<file path="src/rtl/q15_integrate_dump.sv">
// q15_integrate_dump: windowed integrate-and-dump with rounding right shift and Q0.15 saturation
module q15_integrate_dump #(
  parameter int DATAWIDTH = 16,
  parameter int LEN_WIDTH = 10,
  parameter int ACC_WIDTH = 32
) (
  input  logic                 clk_i,
  input  logic                 rst_i,
  input  logic [LEN_WIDTH-1:0] len_i,
  input  logic [4:0]           shift_i,
  input  logic                 s_valid_i,
  input  logic [DATAWIDTH-1:0] s_data_i,
  output logic                 s_ready_o,
  output logic                 m_valid_o,
  output logic [DATAWIDTH-1:0] m_data_o,
  output logic                 m_sat_o,
  input  logic                 m_ready_i
);
  typedef enum logic {IDLE, ACC} state_t;
  localparam logic signed [ACC_WIDTH:0] MAX_V = (ACC_WIDTH+1)'((1 << (DATAWIDTH-1)) - 1);
  localparam logic signed [ACC_WIDTH:0] MIN_V = -MAX_V - 1;
  state_t                 r_state;
  logic [LEN_WIDTH-1:0]   r_n, r_cnt;
  logic [4:0]             r_sh;
  logic [ACC_WIDTH-1:0]   r_acc;
  logic                   w_take, w_first, w_last, w_hi, w_lo;
  logic [LEN_WIDTH-1:0]   w_n, w_cnt;
  logic [4:0]             w_sh;
  logic [ACC_WIDTH-1:0]   w_ext, w_sum;
  logic signed [ACC_WIDTH:0] w_rnd, w_wide, w_r;
  assign s_ready_o = ~m_valid_o | m_ready_i;
  // window parameters, running sum including this sample, and the rounded/shifted/clipped result
  always_comb begin
    w_take  = s_valid_i & s_ready_o;
    w_first = r_state == IDLE;
    w_n     = w_first ? (len_i == '0 ? LEN_WIDTH'(1) : len_i) : r_n;
    w_sh    = w_first ? shift_i : r_sh;
    w_ext   = {{(ACC_WIDTH-DATAWIDTH){s_data_i[DATAWIDTH-1]}}, s_data_i};
    w_sum   = w_first ? w_ext : r_acc + w_ext;
    w_cnt   = w_first ? LEN_WIDTH'(1) : r_cnt + LEN_WIDTH'(1);
    w_last  = w_cnt == w_n;
    w_rnd   = w_sh == 5'd0 ? '0 : (ACC_WIDTH+1)'(1) << (w_sh - 5'd1);
    w_wide  = $signed({w_sum[ACC_WIDTH-1], w_sum}) + w_rnd;
    w_r     = w_wide >>> w_sh;
    w_hi    = w_r > MAX_V;
    w_lo    = w_r < MIN_V;
  end
  // window FSM with registered result; a new result load overrides the output-accept clear
  always_ff @(posedge clk_i) begin
    if (rst_i) begin
      r_state   <= IDLE;
      r_n       <= '0;
      r_sh      <= '0;
      r_cnt     <= '0;
      r_acc     <= '0;
      m_valid_o <= 1'b0;
      m_data_o  <= '0;
      m_sat_o   <= 1'b0;
    end else begin
      if (m_valid_o & m_ready_i) m_valid_o <= 1'b0;
      if (w_take) begin
        r_n  <= w_n;
        r_sh <= w_sh;
        if (w_last) begin
          r_state   <= IDLE;
          r_cnt     <= '0;
          r_acc     <= '0;
          m_valid_o <= 1'b1;
          m_sat_o   <= w_hi | w_lo;
          m_data_o  <= w_hi ? {1'b0, {(DATAWIDTH-1){1'b1}}} : w_lo ? {1'b1, {(DATAWIDTH-1){1'b0}}} : w_r[DATAWIDTH-1:0];
        end else begin
          r_state <= ACC;
          r_cnt   <= w_cnt;
          r_acc   <= w_sum;
        end
      end
    end
  end
endmodule

</file>
<file path="config.mk">
export PLATFORM = sky130hd
export DESIGN_NAME = q15_integrate_dump
export DESIGN_NICKNAME = d
export VERILOG_FILES = /design/src/rtl/q15_integrate_dump.sv
export SDC_FILE = /design/constraint.sdc
export NUM_CORES = 1
export LEC_CHECK = 0
export ABC_AREA = 1
export CAP_MARGIN = 30
export CORE_ASPECT_RATIO = 0.8
export CORE_UTILIZATION = 62
export CTS_CLUSTER_DIAMETER = 50
export DETAILED_ROUTE_END_ITERATION = 8
export GPL_TIMING_DRIVEN = 0
export HOLD_SLACK_MARGIN = 0.08
export PLACE_DENSITY = 0.83
export SYNTH_ARGS = -nofsm -noshare
export SYNTH_HDL_FRONTEND = slang
export SYNTH_SLANG_ARGS = --single-unit
export TNS_END_PERCENT = 30
</file>
<file path="constraint.sdc">
create_clock -name clk_i -period 7.5 [get_ports clk_i]
set_clock_uncertainty 0.1 [all_clocks]
set_input_delay 2.25 -clock clk_i [delete_from_list [all_inputs] [get_ports clk_i]]
set_output_delay 2.25 -clock clk_i [all_outputs]
set_load 0.1 [all_outputs]
</file>
======== Word level (Yosys, flattened, before mapping) ========
Cells that the tools add are included.
word-level totals
  bits in registers ....................... 76
  input bits .............................. 35
  output and inout port bits .............. 19
  logic and storage cells ................. 39
operators by class
  add/sub/neg operators ................... 4
  $lt $le $gt $ge ......................... 2
  equality and inequality tests ........... 1
  shifts and indexed selects .............. 2
  muxes and demuxes ....................... 14
  bitwise gates (word level) .............. 5
  reduce and logical (&&, ||, !) cells .... 3
operators with widths
  cell                                                             count
  two-way mux 32 bit                                               2
  two-way mux 10 bit                                               4
  adder 32 x 33 -> 33 bit                                          1
  greater-than comparator 33 x 16 -> 1 bit, second input constant  1
  < comparator 33 x 16 -> 1 bit, second input constant             1
  two-way mux 33 bit                                               1
  << shifter 1 x 5 -> 33 bit, first input constant                 1
  >>> shifter 33 x 5 -> 33 bit                                     1
  adder 32 bit                                                     1
  two-way mux 16 bit                                               2
  adder 10 x 1 -> 10 bit, second input constant                    1
  == test 10 bit                                                   1
  zero test 10 bit                                                 1
  zero test 5 bit                                                  1
  two-way mux 5 bit                                                1
  subtractor 5 x 1 -> 5 bit, second input constant                 1
  two-way mux 1 bit                                                4
  AND 1 bit                                                        2
  OR 1 bit                                                         2
  AND reduction 2 bit                                              1
  inverter 1 bit                                                   1

======== Logic depth before layout (Yosys ltp) ========
Gate-level depths: netlist of the first run.
  depth after elaboration ................. 9
  depth in mapped cells ................... 45
  mapped depth without buffers ............ 43

======== Worst setup path after synthesis of the first run ========
Ideal clock, no wire load.
  kind .................................... in2reg
  from .................................... input s_data_i[0]
  to ...................................... register m_data_o[10]
  setup time .............................. 0.119 ns
  arrival ................................. 6.811 ns
  data required time ...................... 7.281 ns
  path slack .............................. 0.470 ns
  stages on the path ...................... 41
  buffers on the path ..................... 1
  cells stage by stage .................... ha_1 > fa_1 > nand2_1 > o21ai_0 > nand2_1 > nand2_1 > a21oi_1 > o21ai_0 > a21oi_1 > inv_1 > a21oi_1 > o21ai_0 > inv_1 > o21ai_0 > xor2_1 > o21ai_0 > inv_1 > ha_1 > (+5 left out) > nand2_1 > nand2_1 > nand2_1 > nand2_1 > nand3_1 > nand3_1 > nand2_1 > o21ai_2 > nand2_1 > o21ai_1 > nand2_1 > nor2_1 > nand2_1 > nand2_2 > nand2_2 > buf_6 > nor2_1 > nor2_1
on the way
  cells in the longest elaborated chain, start to end .. 7
  elaborated cells between the ends (all ways) .. 8
  those cells by class .................... add/sub (2); order compare (2); shift (1); mux (3)
ends and longest elaborated chain
  what                            RTL line  source
  start: declaration              12        input logic [DATAWIDTH-1:0] s_data_i,
  adder 32 bit                    39        w_sum = w_first ? w_ext : r_acc + w_ext;
  two-way mux 32 bit *            39
  adder 32 x 33 -> 33 bit *       43        w_wide = $signed({w_sum[ACC_WIDTH-1], w_sum}) + w_rnd;
  >>> shifter 33 x 5 -> 33 bit *  44        w_r = w_wide >>> w_sh;
  < comparator 33 x 16 -> 1 bit   46        w_lo = w_r < MIN_V;
  two-way mux 16 bit              70        m_data_o <= w_hi ? {1'b0, {(DATAWIDTH-1){1'b1}}} : w_lo ? {1'b1, {(DATAWIDTH-1){1'b0}}} : w_r[DATAWIDTH-1:0];
  two-way mux 16 bit *            70
  end signal: assignment          70
  end: declaration                15        output logic [DATAWIDTH-1:0] m_data_o,
Mark *: on every way between the ends. The rest lies on a longest branch, timed or not.
A chain may end at the register's enable or synchronous reset.

======== Final worst setup path of the first run ========
  from .................................... input s_data_i[0]
  to ...................................... register m_data_o[5]
The elaborated chain is that of the path after synthesis.

==> results of run 1 <==
-- layout by cell type, fill, tap and decap left out, types with 18 or more instances in the layout --
cell and instances:
inv_1 130, nand3_2 32, dfxtp_1 76, clkdlybuf4s50_1 36
buf_4 51, ha_1 41, xnor2_1 19, ha_4 19
a21oi_1 121, o21ai_0 113, nand2_1 471, clkbuf_1 27
xor2_1 21, nor2_1 158, nand2_2 35, nand3_1 111
nor2_2 18, a21oi_2 23
-- cell families (layout without fill, tap and decap cells) --
logic type      count (synthesis)  in the layout
other cells                     1              1
mux                             4              4
compound gates                347            347
flops                          76             76
simple gates                  887            887
xor+xnor                       41             41
fa+ha+maj                      66             66
buf+inv                       211            322
-- per-stage QoR --
| step | utilization, % | instance area [um2] | hold slack [ns] | TNS [ns] |
|---|---|---|---|---|
| 5_1_grt | 80.4 | 11600 | 0.391 | -1.79 |
| 3_5_place_dp | 69.4 | 10000 | 0.351 | -20.61 |
| 3_3_place_gp | 69.4 | 10000 | 0.348 | -18.71 |
| 2_1_floorplan | - | 9280 | 0.329 | 0 |
| 6_report | 80.4 | 11600 | 0.365 | 0 |
| 4_1_cts | 75.1 | 10800 | 0.360 | 0 |
-- metal layers --
| metal | global-route usage (%) | up-vias |
|---|---|---|
| li1 | - | 5610 |
| met1 | 58.9 | 5412 |
| met2 | 61.8 | 949 |
| met3 | 6.92 | 176 |
| met4 | 12.4 | 0 |
| met5 | 0 | - |
-- synth_stat cells (all sizes together) (14+ instances only) --
cell / number / area share [%]
xnor2: 19 / 1.8
o21ai: 143 / 7.8
xor2: 22 / 2.1
clkbuf: 37 / 1.5
buf: 30 / 1.9
a21oi: 149 / 8.5
nor2: 182 / 7.5
nand2: 516 / 21
nand3: 149 / 8.6
a31oi: 14 / 0.94
ha: 64 / 8.6
inv: 143 / 5.8
dfxtp: 76 / 16
-- worst max-delay path: cells and delay by family --
kind	cells	cell delay (ns)
AOI/OAI and AO/OA	10	1.53
adders and majority gates	3	0.92
and+or+nand+nor	22	2.10
buffers and inverters	6	0.76
-- report_power, final --
group / switching (uW) / internal (uW)
sequential: 16.0 / 424
clock: 193 / 267
combinational: 685 / 359
total: 894 / 1050
-- sequential cells by signal (all words and copies together), names as in the netlist --
| register | flops |
|---|---|
| r_state | 1 |
| r_sh | 5 |
| r_cnt | 10 |
| m_data_o | 16 |
| r_acc | 32 |
| r_n | 10 |
| m_sat_o | 1 |
| m_valid_o | 1 |
-- area by class of cell --
class | count | area, um2 | area share (%)
Buffer | 66 | 357 | 3.07
Clock buffer | 10 | 239 | 2.06
Clock inverter | 5 | 60.1 | 0.517
Tap cell | 184 | 230 | 1.98
Inverter | 144 | 543 | 4.68
Sequential cell | 76 | 1520 | 13.1
Timing Repair Buffer | 97 | 908 | 7.82
Multi-Input combinational cell | 1346 | 7750 | 66.8
-- how the worst min path moves through the flow --
stage	depth (start not counted)	end	slack, ns
after detailed placement	2	r_sh[3]	0.35
after floorplan	2	r_sh[3]	0.33
final	2	r_sh[3]	0.37
after CTS	2	r_sh[3]	0.36
after global routing	2	r_cnt[3]	0.39
after global placement	2	m_data_o[15]	0.35
-- what timing repair did --
item,CTS,global route
resized for setup,90,168
hold buffers,0,0
gates cloned,0,1
setup endpoints to repair,17,17
buffers inserted,24,20
pin swaps,24,40
==> summary.txt, run 1 <==
Drt
  • Number of DRC markers in iteration 0: 1759
  • Vias per cell: 6.30
  • Routed wire per std cell: 18.1 um
  • DRC viols: 8
  • DR WL met3: 4.61 mm
  • Antenna-violating nets left: 0
  • Metal-1 WL: 14.1 mm
  • WL final: 34.8 mm
  • Top layer in use: met4
  • DRT Pass-1 Iters: 9
  • Wire length on met2: 14.5 mm
  • Routed vias: 12100

Placement
  • RePlAce Congestion: 1.06
  • Placement Setup Slack: -1.33 ns
  • HPWL Detailed: 24.8 mm
  • Port buffer count: 52
  • Cells after DPL: 1869

Run
  • Max Cap Viol: 0

Logic synthesis
  • Post-Syn Nets: 1734
  • Post-synthesis mux area share: 0.431%
  • Post-Syn Area: 9280 um2
  • Asr flop ratio synth: 0%
  • Synth Area in XOR/XNOR: 3.87%
  • Compound-gate portion of the synthesized area: 20.6%
  • Syn Area/Cell: 5.68 um2
  • Synth unique cells: 56
  • Synth Area in Simple Gates: 40.4%
  • Synth Area in Adders: 9.06%
  • Yosys warns: 0
  • Seq cells post-synth: 76
  • Prevailing post-synth register cell: dfxtp_1
  • Register area share after synthesis: 16.4%
  • Cells after synthesis: 1633
  • EDFF count, synth: 0
  • Largest family of logic cells by synthesized area: simple AND/OR/NAND/NOR gates

Critical path
  • Worst reg-to-reg path cell count: 33
  • Worst Path Arrival: 7.57 ns
  • Setup crit start kind: input port
  • Internal reg-to-reg setup slack: 1.29 ns
  • Setup CP Type: in -> reg
  • Critical Path End: m_data_o[5]
  • R2r startpoint: r_state
  • Worst setup EP type: register
  • Peak per-stage delay on the critical path: 0.36 ns
  • Reg-to-Reg End: m_sat_o
  • Slowest cell on the critical path: ha_2
  • CP Launch Point: s_data_i[0]
  • Critical Path RT: 7.63 ns
  • Critical path peak fanout: 7

Floorplan
  • Floorplan Core Area: 14400 um2
  • Starting Density: 64.2%
  • Number of cell rows: 39
  • Chip width: 139 um
  • Top-Level Pins: 54
  • Die area: 15500 um2
  • Die height: 111 um

Timing
  • Worst Tran Pin Value: 0.973 ns
  • Final WS setup: 0.0598 ns
  • Final Hold Viols: 0
  • FMAX: 0.134 GHz
  • Slew headroom: 34.9%
  • Final Max Tran Viols: 0
  • Final setup fails: 0
  • Final period util: 99.2%
  • RSZ-0062 raised after global routing: true
  • Post-route minimum period: 7.44 ns

Power and ir drop
  • Power density cells: 167 nW/um2
  • VDD IR max: 0.151 mV
  • Leakage: 0.00554 uW
  • Total power: 1940 uW

CTS
  • CTS buffer count: 9
  • Root buf cell: clkbuf_16
  • H-tree depth: 3
  • Clock transition at path regs: 0.06 ns
  • # clock sinks: 76
  • CTS tree: yes
  • Bufs on Longest Clock Path: 2
  • Worst skew pair latency: 0.34 ns

Final layout
  • Post-Layout Cell Count: 1928
  • Fin nets: 1841
  • Layout cells sized above 1: 17.3%
  • Antenna cells: 0
  • Filler cell count: 1085
  • Layout Area Growth over Synthesis: 25.1%

Global route
  • Number of global-route vias before repair: 10200
  • First-pass GRT wire length: 50.9 mm
  • Initial antenna violation count: 0
  • Global route total overflow: 0
  • GRT Total Usage: 40.8%
  • Largest net degree at the start of global routing: 19

Status
  • Run status: complete, but fails checks
  • Failing checks: DRC

Min path
  • Worst min-delay path startpoint: r_sh[3]
  • Hold Path Class: reg -> reg
Power figures use the tool's default switching activity.
==> run 2, diff against run 1 <==
CORE_UTILIZATION = 65   (was 62)
DONT_BUFFER_PORTS = 1   (was default)
PLACE_DENSITY = 0.81   (was 0.83)
==> run 2 against run 1 <==
The flow now finishes without violations. Core utilization fell by 5.9 points. Design area fell by 12%. Setup slack improved by 0.21 ns. Register-to-register slack got worse by 0.17 ns. Fmax rose by 2.8%. Die area fell by 4.5%. Wire length fell by 11%. Clock-buffer cell count fell by 1. Critical path depth did not move. Via count fell by 7.3%. Non-clock buffer count fell by 86. Largest cell class unchanged. Largest power group unchanged.
==> summary.txt, run 2 (synthesized netlist as in run 1, its figures left out) <==
Status
  • Run status: finished, final reports clean

Timing
  • Final Max Tran Viols: 0 (unchanged)
  • Hold WS: 0.365 ns (-0.000163 ns)
  • Final period util: 96.5% (-2.7 points)
  • Final Hold Viols: 0 (unchanged)
  • FMAX: 0.138 GHz (+2.8%)
  • Worst Tran Pin Value: 0.988 ns (+0.0147 ns)
  • Final setup fails: 0 (unchanged)
  • Post-route minimum period: 7.23 ns (-0.206 ns)
  • Slew headroom: 34.1% (-0.86 points)

Final layout
  • Layout Area Growth over Synthesis: 10.3%
  • Antenna cells: 0 (unchanged)
  • Seq. cell area: 1520 um2 (unchanged)
  • Fin nets: 1755 (-4.7%)
  • Filler cell count: 1207 (+11%)
  • Post-Layout Cell Count: 1838 (-4.7%)
  • Most flops, register: r_acc
  • Final core utilization: 74.5% (-5.9 points)
  • Commonest non-fill, non-tap cell in the layout: nand2_1
  • Largest register FFs: 32 (unchanged)
  • Largest registers: r_acc x32, m_data_o x16
  • Most frequent cells in the layout: 487 x nand2_1, 168 x nor2_1, 134 x inv_1
  • Multi-input logic area: 7240 um2 (-6.6%)
  • Layout cells sized above 1: 10.9% (-6.4 points)

CTS
  • Worst skew pair latency: 0.34 ns (about the same)
  • CTS tree: yes
  • # clock sinks: 76 (unchanged)
  • CTS buffer count: 9 (unchanged)
  • H-tree depth: 3 (unchanged)
  • Bufs on Longest Clock Path: 2 (unchanged)
  • Clock transition at path regs: 0.06 ns (about the same)
  • Root buf cell: clkbuf_16

Floorplan
  • Top-Level Pins: 54 (unchanged)
  • Chip width: 136 um (-2.3%)
  • Die area: 14800 um2 (-4.5%)
  • Starting Density: 67.5% (+3.3 points)
  • Die height: 109 um (-2.3%)
  • Floorplan Core Area: 13700 um2 (-4.9%)
  • Number of cell rows: 38 (-2.6%)

Critical path
  • Peak per-stage delay on the critical path: 0.35 ns (about the same)
  • Reg-to-Reg End: m_data_o[11]
  • Critical path peak fanout: 10 (+3)
  • Setup CP Type: in -> reg
  • CP Launch Point: s_data_i[0]
  • Most frequent cell on the critical path: nand2_1
  • Internal reg-to-reg setup slack: 1.12 ns (-0.17 ns)
  • Critical Path RT: 7.64 ns (about the same)
  • Slowest cell on the critical path: fa_2
  • Worst setup EP type: register
  • Setup crit start kind: input port
  • R2r startpoint: r_state
  • Worst Path Arrival: 7.37 ns (-0.20 ns)
  • Worst reg-to-reg path cell count: 36 (+9.1%)

Power and ir drop
  • Combinational group share of total power: 49.5% (-4.2 points)
  • P_int: 1000 uW (-4.4%)
  • Sw Pwr: 810 uW (-9.4%)
  • VDD IR max: 0.134 mV (-11%)
  • Flop pwr share: 24.4% (+1.7 points)
  • Sw frac: 44.6% (-1.3 points)
  • Power density cells: 177 nW/um2 (+5.8%)
  • Clk network pwr share: 26.1% (+2.4 points)
  • Leakage: 0.00492 uW (-11%)

Drt
  • Routed wire per std cell: 16.9 um (-6.2%)
  • Antenna-violating nets left: 0 (unchanged)
  • Routed vias: 11300 (-7.3%)
  • Number of DRC markers in iteration 0: 1468 (-17%)
  • DRT Pass-1 Iters: 9 (unchanged)
  • Vias per cell: 6.13 (-2.8%)
  • DRC viols: 0 (-8)
  • WL final: 31.1 mm (-11%)

Run
  • Max Cap Viol: 0 (unchanged)

Global route
  • Global route total overflow: 0 (unchanged)
  • Number of global-route vias before repair: 9854 (-3.0%)
  • First-pass GRT wire length: 48.7 mm (-4.2%)
  • Initial antenna violation count: 0 (unchanged)
  • GRT Total Usage: 41.9% (+1.1 points)
  • Largest net degree at the start of global routing: 19 (unchanged)

Min path
  • Hold Path Class: reg -> reg
  • Hold path endpoint: r_n[4]
  • Worst min-delay path startpoint: r_n[4]
  • Worst hold path stage count: 2 (unchanged)

Placement
  • Port buffer count: 0 (-100%)
  • Cells after DPL: 1813 (-3.0%)
  • HPWL Detailed: 24.8 mm (-0.15%)
  • RePlAce Congestion: 1.02 (-4.0%)
-- run 2: changes by cell type in the layout (fill, tap and decap cells not counted), moves of 13 or more --
cell             before  now
dlymetal6s2s_1       15    0
ha_1                 41   57
nand3_1             111  129
buf_4                51   14
ha_4                 19    6
clkdlybuf4s50_1      36    0
nand2_1             471  487
nand3_2              32   18
-- run 2: worst max-delay path, delay by kind of cell --
family                     cells  cell delay, ns
and+or+nand+nor               21            1.93
AOI/OAI and AO/OA             12            1.67
adders and majority gates      3            0.83
buffers and inverters          4            0.45
xor gates and xnor gates       1            0.17
-- run 2: repair_timing --
item / in CTS / in global routing
pin swaps: 2 / 21
resized for setup: 5 / 102
buffers inserted: 2 / 9
setup endpoints to repair: 16 / 17
hold buffers: 0 / 0
-- run 2: final cells by class --
type	count	area share, %
Multi-Input combinational cell	1346	70.7
Clock buffer	9	2.20
Timing Repair Buffer	11	0.807
Clock inverter	6	0.868
Tap cell	180	2.20
Inverter	144	5.28
Buffer	66	3.09
Sequential cell	76	14.9
-- run 2: power groups by stage --
stage / clock network (uW) / registers (uW) / logic [uW]
floorplan: 0 / 447 / 614
global placement: 0 / 450 / 791
detailed placement: 0 / 450 / 805
CTS: 470 / 441 / 816
global route: 488 / 444 / 983
finish: 474 / 442 / 898
-- run 2: worst max-delay path by stage --
stage                              end  slack (ns)  cells past startpoint
after floorplan           m_data_o[10]        0.47                     41
after global placement    m_data_o[14]       -0.64                     41
after detailed placement  m_data_o[11]       -0.71                     41
after CTS                 m_data_o[11]        0.03                     41
after global routing      m_data_o[11]       -0.08                     41
final                     m_data_o[11]        0.27                     41
-- run 2: stage by stage --
step / setup WS (ns) / instance area [um2] / setup TNS (ns) / total power, uW
after CTS: 0.0299 / 9860 / 0 / 1730
after global routing: -0.0756 / 10200 / -0.627 / 1920
after global placement: -0.639 / 9510 / -9.36 / 1240
after detailed placement: -0.710 / 9510 / -10.30 / 1250
final: 0.266 / 10200 / 0 / 1810
after floorplan: 0.470 / 9280 / 0 / 1060
-- run 2: routing by layer --
layer	global-route usage [%]	share of wire [%]	vias up
li1	-	-	5450
met1	57.7	43	5033
met2	63.8	42	673
met3	7.58	12	105
met4	18.0	4.3	0
met5	0	0	-
==> RTL edit: new RTL, config.mk and constraints of run 1 <==
`ACC_WIDTH`: 32 -> 64.
--- a/src/rtl/q15_integrate_dump.sv
+++ b/src/rtl/q15_integrate_dump.sv
@@ -2,7 +2,7 @@
 module q15_integrate_dump #(
   parameter int DATAWIDTH = 16,
   parameter int LEN_WIDTH = 10,
-  parameter int ACC_WIDTH = 32
+  parameter int ACC_WIDTH = 64
 ) (
   input  logic                 clk_i,
   input  logic                 rst_i,
Function: no difference found for any inputs over 4 cycles, from zero or initial values and one cycle with rst_i high; that may be too few to reach the edited logic, so the function may still have changed.
==> RTL edit against run 1 <==
Synthesized area grew 120%; the run now fails in global routing (5_1_grt); synthesized cell count is 140% higher.
==> RTL edit: results (changes against run 1) <==
* Most used flip-flop cell after synthesis: sky130_fd_sc_hd__dfxtp_1 (unchanged)
* Result of the run: did not finish (was finished with violations)
* Seq/Total Area, Yosys at 10.80% (was 16.39%)
* Total number of yosys warnings at 0 (unchanged)
* #FFs+latches synth at 108 (was 76)
* Deepest clock path buffer count at 2 (unchanged)
* GRT repair_timing worst endpoint: m_data_o[12]$_SDFFE_PP0P_/D
* Halt point of the flow: global routing (5_1_grt)
* Total nets after synthesis at 4031 (was 1734)
* Type of pin the worst path ends at: sequential cell input
* Number of unique standard cell types used by synthesis at 54 (was 56)
* Most area-consuming cells after synthesis: sky130_fd_sc_hd__nand2_1, sky130_fd_sc_hd__nand3_1, sky130_fd_sc_hd__dfxtp_1 (was sky130_fd_sc_hd__nand2_1, sky130_fd_sc_hd__dfxtp_1, sky130_fd_sc_hd__ha_1)
* Largest net degree at the start of global routing at 47
* Root buffer cell: sky130_fd_sc_hd__clkbuf_16 (unchanged)
* Post-synthesis async set-or-reset flop share at 0% (unchanged)
* HPWL after detailed placement at 67870 um (was 24790 um)
* GRT overflow at 74
* Global placement routability congestion at 1.145 (was 1.058)
* Cell types with the highest counts after synthesis: sky130_fd_sc_hd__nand2_1, sky130_fd_sc_hd__nand3_1, sky130_fd_sc_hd__inv_1, sky130_fd_sc_hd__nor2_1, sky130_fd_sc_hd__a21oi_1 (was sky130_fd_sc_hd__nand2_1, sky130_fd_sc_hd__nor2_1, sky130_fd_sc_hd__nand3_1, sky130_fd_sc_hd__a21oi_1, sky130_fd_sc_hd__inv_1)
* Number of cells in the design after placement at 4373 (was 1869)
* Aggregate global-route resource usage at 71.28%
* Post-DP Area at 21100 um2 (was 10030 um2)
* Number of H-tree branching levels at 3 (unchanged)
* Post-synthesis instance total at 3898 (was 1633)
* First Error: [ERROR GRT-0232] Routing congestion too high. Check the congestion heatmap in the GUI.
* Number of buffers created by CTS at 9 (unchanged)
* Port-buffer cells at 52 (unchanged)
RTL edit: cell families after synthesis:
| logic type | synth area share, % |
|---|---|
| compound gates | 10.62 |
| buf+inv | 13.24 |
| fa+ha+maj | 6.199 |
| xor+xnor | 2.493 |
| flops | 10.80 |
| other cells | 0.01873 |
| simple gates | 56.48 |
| mux | 0.1500 |
RTL edit: repair_timing:
action,CTS
endpoints found under the setup margin,17
pin swaps,17
gates resized for setup,157
setup buffers,14
RTL edit: per-layer routing:
metal	overflow	global-route usage (%)
met4	30	59.36
met3	6	55.50
met1	6	76.12
met5	0	32.29
met2	32	86.91
RTL edit: metrics by stage:
stage | setup WS [ns] | utilization (%) | hold WS [ns] | setup TNS [ns]
3_3_place_gp | -3.451 | 66.74 | 0.3417 | -56.14
2_1_floorplan | 0.08247 | - | 0.3293 | 0
3_5_place_dp | -2.165 | 66.85 | 0.3527 | -34.18
4_1_cts | -0.4451 | 70.10 | 0.3632 | -6.378
